--- config.mk ---
export PLATFORM = sky130hd
export DESIGN_NAME = key_capture_slave
export DESIGN_NICKNAME = d
export VERILOG_FILES = /design/src/rtl/key_capture_slave.sv
export SDC_FILE = /design/constraint.sdc
export NUM_CORES = 1
export LEC_CHECK = 0
export ABC_AREA = 1
export CORE_MARGIN = 3
export CORE_UTILIZATION = 35
export CTS_BUF_LIST = sky130_fd_sc_hd__clkbuf_4 sky130_fd_sc_hd__clkbuf_8
export CTS_CLUSTER_DIAMETER = 30
export DETAILED_ROUTE_END_ITERATION = 7
export SETUP_SLACK_MARGIN = 0.4
export SLEW_MARGIN = 30
export SYNTH_ARGS = -nofsm -noshare
export SYNTH_HDL_FRONTEND = slang
export SYNTH_SLANG_ARGS = --single-unit
--- constraint.sdc ---
create_clock -name clk -period 1.4 [get_ports clk]
set_clock_uncertainty 0.15 [all_clocks]
set_input_delay 0.28 -clock clk [delete_from_list [all_inputs] [get_ports clk]]
set_output_delay 0.28 -clock clk [all_outputs]
set_load 0.005 [all_outputs]
--- src/rtl/key_capture_slave.sv ---
// Four-key pushbutton capture peripheral: synchronizers, per-key debouncers, Avalon-MM DATA/MASK/EDGE/COUNT registers and a press interrupt.
// Optional macro KEY_PRESS_COUNT_EN adds the 16-bit wrapping press counter at address 3.
module key_capture_slave #(
  parameter int unsigned DEBOUNCE_CYCLES = 1000000
) (
  input  logic        clk,
  input  logic        reset_n,
  input  logic [3:0]  key_in,
  input  logic [1:0]  address,
  input  logic        read,
  input  logic        write,
  input  logic [31:0] writedata,
  output logic [31:0] readdata,
  output logic        irq
);

  localparam logic [19:0] TC = 20'(DEBOUNCE_CYCLES - 1);

  logic [3:0]  r_sync1;
  logic [3:0]  r_sync2;
  logic [3:0]  r_stable;
  logic [19:0] r_cnt [4];
  logic [3:0]  r_mask;
  logic [3:0]  r_edge;
  logic        r_irq;
  logic [31:0] r_readdata;

  logic [3:0]  w_differ;
  logic [3:0]  w_tc;
  logic [3:0]  w_accept;
  logic [3:0]  w_press;
  logic        w_wr_mask;
  logic        w_wr_edge;
  logic [3:0]  w_edge_clr;
  logic [31:0] w_count_rd;
  logic [31:0] w_rd_mux;

  assign readdata = r_readdata;
  assign irq      = r_irq;

  // Synchronizers reset to the released level so reset release never looks like a press.
  always_ff @(posedge clk or negedge reset_n) begin
    if (!reset_n) begin
      r_sync1 <= 4'hF;
      r_sync2 <= 4'hF;
    end else begin
      r_sync1 <= key_in;
      r_sync2 <= r_sync1;
    end
  end

  always_comb begin
    w_differ = r_sync2 ^ r_stable;
    w_tc     = '0;
    for (int i = 0; i < 4; i++) begin
      w_tc[i] = (r_cnt[i] == TC);
    end
    w_accept = w_differ & w_tc;
    w_press  = w_accept & r_stable;
  end

  always_ff @(posedge clk or negedge reset_n) begin
    if (!reset_n) begin
      r_stable <= 4'hF;
      for (int i = 0; i < 4; i++) begin
        r_cnt[i] <= '0;
      end
    end else begin
      for (int i = 0; i < 4; i++) begin
        if (!w_differ[i]) begin
          r_cnt[i] <= '0;
        end else if (w_tc[i]) begin
          r_stable[i] <= r_sync2[i];
          r_cnt[i]    <= '0;
        end else begin
          r_cnt[i] <= r_cnt[i] + 20'd1;
        end
      end
    end
  end

  assign w_wr_mask  = write && (address == 2'd1);
  assign w_wr_edge  = write && (address == 2'd2);
  assign w_edge_clr = w_wr_edge ? writedata[3:0] : 4'h0;

`ifdef KEY_PRESS_COUNT_EN
  logic [15:0] r_count;
  logic [2:0]  w_npress;

  assign w_npress = {2'b00, w_press[0]} + {2'b00, w_press[1]}
                  + {2'b00, w_press[2]} + {2'b00, w_press[3]};

  always_ff @(posedge clk or negedge reset_n) begin
    if (!reset_n) begin
      r_count <= '0;
    end else if (write && (address == 2'd3)) begin
      r_count <= '0;
    end else begin
      r_count <= r_count + 16'(w_npress);
    end
  end

  assign w_count_rd = {16'h0000, r_count};
`else
  assign w_count_rd = '0;
`endif

  always_comb begin
    w_rd_mux = '0;
    case (address)
      2'd0:    w_rd_mux[3:0] = ~r_stable;
      2'd1:    w_rd_mux[3:0] = r_mask;
      2'd2:    w_rd_mux[3:0] = r_edge;
      default: w_rd_mux      = w_count_rd;
    endcase
  end

  // A press landing in the same cycle as a W1C write wins over the clear.
  always_ff @(posedge clk or negedge reset_n) begin
    if (!reset_n) begin
      r_mask     <= '0;
      r_edge     <= '0;
      r_irq      <= 1'b0;
      r_readdata <= '0;
    end else begin
      if (w_wr_mask) begin
        r_mask <= writedata[3:0];
      end
      r_edge <= (r_edge & ~w_edge_clr) | w_press;
      r_irq  <= |(r_edge & r_mask);
      if (read) begin
        r_readdata <= w_rd_mux;
      end
    end
  end

endmodule
==> results of run 1 <==
metrics by stage:
step	worst slack, ns	power, mW	hold WS, ns
2_1_floorplan	-0.0404	3.51	-0.166
3_3_place_gp	-0.330	3.73	0.151
3_5_place_dp	-0.367	3.74	0.155
4_1_cts	-0.149	5.94	0.113
5_1_grt	-0.288	6.21	0.117
6_report	-0.203	5.92	0.146
path summary, 6_finish.rpt:
path / startpoint / cells after the start / to
worst max-delay path: r_cnt[0]$_DFF_PN0_ / 6 / r_cnt[0]$_DFF_PN0_
worst min-delay path: key_in[2] / 1 / r_sync1[2]$_DFF_PN1_
worst max register to register: r_cnt[0]$_DFF_PN0_ / 6 / r_cnt[0]$_DFF_PN0_
worst min register to register: r_sync1[1]$_DFF_PN1_ / 0 / r_sync2[1]$_DFF_PN1_
max in group asynchronous: reset_n / 3 / r_sync1[3]$_DFF_PN1_
min in group asynchronous: reset_n / 3 / r_cnt[63]$_DFF_PN0_
logic make-up (layout without fill, tap and decap cells):
| family | after synthesis | in the layout | synth area share, % |
|---|---|---|---|
| AOI/OAI and AO/OA | 33 | 33 | 2.94 |
| xor gates and xnor gates | 41 | 41 | 6.20 |
| adders and majority gates | 4 | 4 | 0.865 |
| buffers and inverters | 98 | 274 | 8.19 |
| DFF | 105 | 105 | 45.7 |
| muxes | 3 | 3 | 0.584 |
| other | 1 | 28 | 0.0648 |
| and+or+nand+nor | 465 | 465 | 35.5 |
flip-flops by register name, summed over array words and instances (netlist names):
register  count
r_sync2       4
r_stable      4
r_edge        4
r_mask        4
r_cnt        80
readdata      4
irq           1
r_sync1       4
placed cells by master, fill, tap and decap left out, types with 7 or more instances in the layout:
| cell | n |
|---|---|
| buf_4 | 122 |
| nor2_1 | 118 |
| nand2_1 | 105 |
| dfrtp_1 | 88 |
| nor2_4 | 45 |
| inv_1 | 45 |
| buf_6 | 45 |
| nor2_2 | 36 |
| nand2_2 | 32 |
| nand3_1 | 31 |
| conb_1 | 28 |
| nand3_2 | 24 |
| xor2_1 | 23 |
| nand4_1 | 20 |
| nand2_4 | 18 |
| nand3_4 | 15 |
| inv_2 | 13 |
| dfstp_2 | 12 |
| clkbuf_8 | 10 |
| clkdlybuf4s50_1 | 10 |
| o21ai_0 | 9 |
| xnor2_1 | 8 |
| inv_4 | 7 |
| xnor2_2 | 7 |
metal layers:
| layer | up-vias | share of wire [%] |
|---|---|---|
| met5 | - | 0 |
| li1 | 2721 | - |
| met4 | 0 | 1.5 |
| met3 | 22 | 2.9 |
| met1 | 2576 | 43 |
| met2 | 91 | 52 |
area by class of cell:
class	count	area [µm²]	area share [%]
multi-input combinational	574	3900	43.4
sequential	105	2650	29.5
timing repair buffer	190	1660	18.4
inverter	67	287	3.19
tap	216	270	3.01
clock buffer	10	138	1.53
clock inverter	6	73.8	0.822
timing repair inverter	1	8.76	0.0975
critical path: stages, from the launching register on:
cell and delay, ns:
dfrtp_1 0.45, ha_4 0.18, nand3_4 0.13, nor2_4 0.24
nand3_4 0.15, nand2_8 0.15, nor2_2 0.05
power groups by stage:
stage	logic, mW	registers (mW)	clock network, mW
after floorplan	0.263	3.25	0
after global placement	0.472	3.26	0
after detailed placement	0.479	3.26	0
after CTS	0.586	3.21	2.14
after global routing	0.737	3.22	2.25
final	0.664	3.21	2.05
synthesized netlist by cell type, drive strengths merged:
| library cell | n |
|---|---|
| dfstp | 12 |
| nor3 | 10 |
| clkbuf | 2 |
| mux2 | 3 |
| xor2 | 24 |
| inv | 66 |
| ha | 4 |
| o21bai | 2 |
| nor2 | 199 |
| buf | 29 |
| dfrtp | 93 |
| nand4 | 20 |
| o21ai | 21 |
| xnor2 | 17 |
| nand2 | 160 |
| conb | 1 |
| a21oi | 10 |
| and2 | 1 |
| nor3b | 2 |
| nand3 | 70 |
| nand3b | 3 |
| clkinv | 1 |
what timing repair did:
| action | in CTS | in global routing |
|---|---|---|
| pin swaps | 72 | 61 |
| gates cloned | 2 | 1 |
| setup endpoints to repair | 102 | 98 |
| gates resized for setup | 193 | 110 |
| setup buffers | 28 | 25 |
| hold buffers | 1 | 0 |
| endpoints found under the hold margin | 99 | 0 |
==> results_dict.tcl, run 1 <==
set metrics [dict create \
    outcome "finished, violations left" \
    violations "setup timing" \
    drv_slew 0 \
    syn_area_um2 5790 \
    placed_area_um2 7260 \
    maxCapViolCount 0 \
    worstSetupEndpointType "flop" \
    crit_path_start_kind "flop" \
    grt-ovfl-total 0 \
    place_congestion 0.851 \
    cts_root_buffer "clkbuf_8" \
    p_comb_share_pct 11.2 \
    drt.antenna.violating_nets 0 \
    portBuffers 18 \
    die_w_um 135 \
    period_share_pct 114 \
    yosys.area.top_type "dfrtp_1" \
    clockBufferDepth 2 \
    diodes 0 \
    use_met2_pct 30.3 \
    wl_per_cell_um 13.2 \
    clkPwrFrac_pct 34.6 \
    reg2reg_slack_ns -0.20 \
    cts.clk_slew.worst_paths_ns 0.10 \
    synth_cells 750 \
    via_per_inst 4.63 \
    synthTopCellsByArea "dfrtp_1 40%, nor2_1 12%, nand2_1 9.7%" \
    critPathKind "flop to flop" \
    netlist-cell-type-count 31 \
    utilization_pct 55.9 \
    swShare_pct 26.6 \
    htree_levels 3 \
    worstPathArrival_ns 1.73 \
    grt-busiest-layer "met2" \
    final_cells 1169 \
    grt_max_degree 58 \
    core_region_area_um2 16100 \
    io_pins 75 \
    synth_seq_cells 105 \
    drt-initial-drc-count 329 \
    drc 0 \
    start_util_pct 36.0 \
    yosysWarnings 0 \
    ir_drop_mv 0.499 \
    finalSetupTns_ns -8.05 \
    crit_fanout 6 \
    via_count 5410 \
    hold_path_class "input pin to flop" \
    dieHeight_um 135 \
    antenna_found_initial 0 \
    cp.required_ns 1.53 \
    synth-seq-area-share_pct 45.7 \
    leakage_nw 3.89 \
    place_inst 1096 \
    fillers 1370 \
    clk_latency_ns 0.39 \
    finalHoldViolCount 0 \
    met3_usage_pct 3.35 \
    rsz0062_at_grt "yes" \
    drive_above_1_share_pct 46.5 \
    worst_slack_ns -0.203 \
    syn-mean-instance-area_um2 7.72 \
    pwr-share-seq_pct 54.2 \
    fin_nets 994 \
    first_pass_iters 4 \
    p_int_mw 4.35 \
    track_usage_pct 17.0 \
    stdcell_area_um2 8980 \
    global_route.usage.met1_pct 21.4 \
    setup_viol 76 \
    grt_pass1_vias 5374 \
    clkSinkCount 105 \
    power_switching_mw 1.57 \
    fmax_mhz 624 \
    grt_pass1_wl_um 25100 \
    cts_tree "done" \
    finalWirelength_um 15400 \
    numCtsBuffers 9 \
    dp_hpwl_um 10000 \
    fin_crit_ns 1.60 \
    p_per_area_nw_per_um2 659 \
    core.rowCount 46 \
    synth_top_cell_area_share_pct 40.2 \
    fp.dieArea_um2 18100 \
    syn2layout_area_growth_pct 55.2 \
]
No activity file was read; power rests on OpenSTA's default activity.
==> run 2: changes to the inputs <==
CORE_MARGIN = 1.5   (was 3)
==> run 2 against run 1 <==
The flow finishes with violations (hold timing, setup timing). Die area is 4.4% lower. Critical path type unchanged. First-iteration DRC count is 17% lower. Critical endpoint is now r_stable[1]$_DFFE_PN1P_. Final area is 1.1% lower. Largest power group unchanged.
==> results_dict.tcl, run 2 (synthesis results as in run 1) <==
set metrics [dict create \
    setup_viol 67 \
    core.rowCount 46 \
    leakage_nw 3.82 \
    crit_path_start_kind "flop" \
    place_inst 1096 \
    worstSetupEndpointType "flop" \
    ff2ff_path_depth 9 \
    fmax_mhz 642 \
    clockBufferDepth 2 \
    drc 0 \
    final_common_cell "buf_4" \
    via_per_inst 4.59 \
    io_pins 75 \
    r2r_end "r_stable[1]$_DFFE_PN1P_" \
    dp_hpwl_um 10100 \
    finalHoldWorstSlack_ns -0.392 \
    hold_path_class "input pin to async pin" \
    cp.required_ns 1.60 \
    core_region_area_um2 16000 \
    worstPathArrival_ns 1.75 \
    layout_common_cells "124 x buf_4, 123 x nor2_1, 110 x nand2_1" \
    clkPwrFrac_pct 34.8 \
    first_pass_iters 5 \
    dieHeight_um 132 \
    drt.antenna.violating_nets 0 \
    place_congestion 0.832 \
    via_count 5341 \
    period_share_pct 111 \
    fillers 1466 \
    cts.clk_slew.worst_paths_ns 0.11 \
    fp.dieArea_um2 17300 \
    timing.rr.start "r_cnt[40]$_DFF_PN0_" \
    cts_tree "done" \
    diodes 0 \
    cts_root_buffer "clkbuf_8" \
    portBuffers 18 \
    rsz0062_at_grt "yes" \
    track_usage_pct 17.9 \
    grt-ovfl-total 0 \
    maxCapViolCount 0 \
    reg2reg_slack_ns -0.16 \
    p_comb_share_pct 11.2 \
    grt_max_degree 33 \
    clkSinkCount 105 \
    syn2layout_area_growth_pct 53.4 \
    antenna_found_initial 0 \
    critPathKind "flop to flop" \
    top_register "r_cnt" \
    finalHoldViolCount 95 \
    fin_nets 989 \
    pwr-share-seq_pct 54.0 \
    finalSetupTns_ns -5.51 \
    outcome "finished, violations left" \
    violations "hold timing, setup timing" \
    drive_above_1_share_pct 45.9 \
    crit_fanout 3 \
    grt_pass1_wl_um 25300 \
    start_util_pct 36.2 \
    power_switching_mw 1.59 \
    largest_reg_flops 80 \
    numCtsBuffers 9 \
    die_w_um 132 \
    finalWirelength_um 15100 \
    wl_per_cell_um 12.9 \
    seqCellArea_um2 2660 \
    p_per_area_nw_per_um2 670 \
    multi_input_area_um2 3850 \
    fin_crit_ns 1.56 \
    ir_drop_mv 0.500 \
    drt-initial-drc-count 273 \
    swShare_pct 26.7 \
    htree_levels 3 \
    grt_pass1_vias 5305 \
    final_cells 1164 \
    clk_latency_ns 0.40 \
    drv_slew 0 \
    worst_slack_ns -0.158 \
    p_int_mw 4.36 \
]
==> run 2: changes by cell type in the layout (fill, tap and decap cells not counted), sizes merged <==
cell	change
buf	-4
clkinv	+1
clkinvlp	-2
dlygate4sd3	-1
inv	+1
==> run 2: timing repair <==
item / CTS / global route
setup endpoints to repair: 101 / 97
cloned: 1 / 1
setup buffers: 31 / 19
pin swaps: 68 / 59
resized for setup: 177 / 111
hold endpoints to repair: 95 / 95
==> run 2: how the worst max path moves through the flow <==
stage / from / to / slack, ns / cells after the start
global route: r_cnt[41]$_DFF_PN0_ / r_stable[1]$_DFFE_PN1P_ / -0.22 / 8
floorplan: r_cnt[40]$_DFF_PN0_ / r_cnt[46]$_DFF_PN0_ / -0.04 / 8
detailed placement: address[1] / r_edge[3]$_DFF_PN0_ / -0.35 / 6
CTS: readdata[2]$_DFFE_PN0P_ / readdata[2] / -0.12 / 1
finish: r_cnt[40]$_DFF_PN0_ / r_stable[1]$_DFFE_PN1P_ / -0.16 / 9
global placement: address[1] / r_edge[0]$_DFF_PN0_ / -0.32 / 6
==> run 2: layer usage <==
metal / wire (µm) / GRT usage [%] / vias up
met1: 6660 / 22.6 / 2524
met5: 0 / 0 / -
met3: 396 / 3.32 / 24
met2: 7650 / 30.7 / 80
li1: - / - / 2713
met4: 348 / 5.93 / 0
==> run 2: final cells by class <==
| type | count | share of cell area (%) |
|---|---|---|
| flip-flops and latches | 105 | 29.9 |
| multi-input cells | 574 | 43.3 |
| well taps | 216 | 3.04 |
| repair buffers | 185 | 18.0 |
| clock buffers | 10 | 1.55 |
| repair inverters | 1 | 0.0986 |
| inverters | 67 | 3.20 |
| clock inverters | 6 | 0.817 |
==> run 2: metrics by stage <==
step / hold slack, ns / total power [mW] / setup slack, ns / cell area, µm² / util [%]
3_5_place_dp: 0.0461 / 3.75 / -0.347 / 7270 / 45.4
2_1_floorplan: -0.166 / 3.51 / -0.0404 / 6160 / -
5_1_grt: -0.382 / 6.19 / -0.223 / 8880 / 55.5
3_3_place_gp: 0.0447 / 3.74 / -0.323 / 7270 / 45.4
6_report: -0.392 / 5.94 / -0.158 / 8880 / 55.5
4_1_cts: -0.402 / 5.95 / -0.118 / 8310 / 51.9
==> run 2: critical path, stage by stage, from the launching register on <==
cell     delay (ns)
dfrtp_1        0.40
ha_4           0.17
nand2_4        0.06
nor2_4         0.16
nand2_2        0.09
nor2_4         0.13
nand2_2        0.10
buf_6          0.14
nand2_2        0.06
o21ai_2        0.04
==> run 2: power by group through the flow <==
stage / clock network, mW / logic, mW / registers (mW)
after floorplan: 0 / 0.263 / 3.25
after global placement: 0 / 0.480 / 3.26
after detailed placement: 0 / 0.486 / 3.26
after CTS: 2.14 / 0.597 / 3.21
after global routing: 2.23 / 0.738 / 3.22
final: 2.07 / 0.666 / 3.21
==> run 3: changes to the inputs <==
--- a/constraint.sdc
+++ b/constraint.sdc
@@ -4,2 +4,2 @@
 set_output_delay 0.28 -clock clk [all_outputs]
-set_load 0.005 [all_outputs]
+set_load 0.1 [all_outputs]
==> run 3 against run 2 <==
The run ends with setup timing left. Clock power down 12%. Sequential power up 1%. Non-clock buffer count down 19. Routed wire length up 1.0%. Fmax down 2.3%. Critical path depth down 2. Core utilization down 0.80 points. Combinational power up 79%. First-iteration DRC count up 31%. Sequential share of layout area up 0.58 points. Final area down 1.4%. Sequential cell count unchanged.
==> results_dict.tcl, run 3 (synthesis results as in run 1) <==
set metrics [dict create \
    drt-initial-drc-count 358 \
    fin_crit_ns 1.59 \
    drc 0 \
    start_util_pct 36.2 \
    cts.clk_slew.worst_paths_ns 0.11 \
    drive_above_1_share_pct 43.1 \
    grt-ovfl-total 0 \
    crit_path_start_kind "flop" \
    violations "setup timing" \
    critPathKind "flop to flop" \
    via_count 5371 \
    period_share_pct 114 \
    io_pins 75 \
    worstSetupEndpointType "flop" \
    timing.rr.start "r_cnt[29]$_DFF_PN0_" \
    htree_levels 3 \
    first_pass_iters 4 \
    fmax_mhz 627 \
    largest_reg_flops 80 \
    syn2layout_area_growth_pct 51.2 \
    ir_drop_mv 0.514 \
    outcome "finished, violations left" \
    met3_length_um 467 \
    cts_root_buffer "clkbuf_8" \
    worst_slack_ns -0.194 \
    m1WireLength_um 6780 \
    fin_nets 970 \
    clk_latency_ns 0.39 \
    finalWirelength_um 15200 \
    maxUsedRoutingLayer "met5" \
    track_usage_pct 17.2 \
    fillers 1471 \
    wl_met2_um 7760 \
    portBuffers 18 \
    worstPathArrival_ns 1.73 \
    core_region_area_um2 16000 \
    stdcell_area_um2 8750 \
    slowest_delay_ns 0.42 \
    slowest_stage "dfrtp_1" \
    hold_path_class "input pin to async pin" \
    reg2reg_slack_ns -0.19 \
    placed_area_um2 7240 \
    place_congestion 0.855 \
    grt_max_degree 30 \
    numCtsBuffers 9 \
    cp.required_ns 1.54 \
    leakage_nw 3.75 \
    antenna_found_initial 1 \
    pre_cts_slack_ns -0.299 \
    cts_tree "done" \
    maxCapViolCount 0 \
    top_register "r_cnt" \
    p_per_area_nw_per_um2 716 \
    diodes 0 \
    crit_top_cell "nor2_1" \
    clkSinkCount 105 \
    die_w_um 132 \
    multi_input_area_um2 3800 \
    drv_slew 0 \
    clockBufferDepth 2 \
    dp_hpwl_um 10100 \
    fp.dieArea_um2 17300 \
    via_per_inst 4.69 \
    drt.antenna.violating_nets 0 \
    crit_fanout 6 \
    wl_per_cell_um 13.3 \
    utilization_pct 54.7 \
    crit_chain "inv_1 > nor2_1 > nand2_1 > nor2_2 > nand3_4 > nand2_8 > nor2_1" \
    ff2ff_path_depth 7 \
    grt_pass1_wl_um 24400 \
    rsz0062_at_grt "yes" \
    grt_pass1_vias 5111 \
    finalHoldViolCount 0 \
    dieHeight_um 132 \
    r2r_end "r_cnt[38]$_DFF_PN0_" \
    setup_viol 80 \
    power_mw 6.26 \
    seqCellArea_um2 2670 \
    layout_common_cells "125 x nor2_1, 119 x nand2_1, 99 x buf_4" \
    core.rowCount 46 \
    final_common_cell "nor2_1" \
    finalSetupTns_ns -6.44 \
]
==> run 3: worst max-delay path: cells and delay by family (launching register included) <==
family	cells	cell delay, ns
and+or+nand+nor	6	0.84
buffers and inverters	1	0.09
DFF	1	0.42
==> run 3: cell type report <==
type	count	share of cell area (%)
Multi-Input combinational cell	574	43.4
Sequential cell	105	30.5
Timing Repair Buffer	166	17.6
Inverter	67	3.19
Tap cell	216	3.09
Clock buffer	10	1.57
Clock inverter	6	0.486
Timing Repair inverter	1	0.100
==> run 3: worst max path at each step <==
stage / cells past startpoint / end / slack, ns / startpoint
floorplan: 8 / r_cnt[46]$_DFF_PN0_ / -0.04 / r_cnt[40]$_DFF_PN0_
finish: 7 / r_cnt[38]$_DFF_PN0_ / -0.19 / r_cnt[29]$_DFF_PN0_
global placement: 7 / readdata[0]$_DFFE_PN0P_ / -0.26 / address[1]
CTS: 9 / r_cnt[58]$_DFF_PN0_ / -0.18 / r_cnt[40]$_DFF_PN0_
global route: 7 / r_cnt[38]$_DFF_PN0_ / -0.28 / r_cnt[29]$_DFF_PN0_
detailed placement: 6 / readdata[2]$_DFFE_PN0P_ / -0.30 / address[0]
==> run 3: per-layer routing <==
layer  vias up  GRT usage, %
met5         -             0
li1       2665             -
met4         2          4.20
met1      2609          22.4
met2        75          28.8
met3        20          3.94
==> run 3: stage by stage <==
stage                     instances  hold slack, ns
after floorplan                 777          -0.166
after global placement         1084          0.0384
after detailed placement       1084          0.0337
after CTS                      1126           0.107
after global routing           1145           0.112
final                          1145           0.136
==> run 3: what timing repair did <==
action                                  in CTS  in global routing
hold buffers                                 1                  0
resized for setup                          110                136
pin swaps                                   57                 54
endpoints found under the hold margin       93                  0
endpoints found under the setup margin     101                124
setup buffers                               22                 19
gates cloned                                 3                  0
==> run 3: power by group <==
group / internal, mW / switching [mW] / total (mW)
logic: 0.389 / 0.804 / 1.19
clock network: 0.699 / 1.12 / 1.82
registers: 3.14 / 0.107 / 3.25
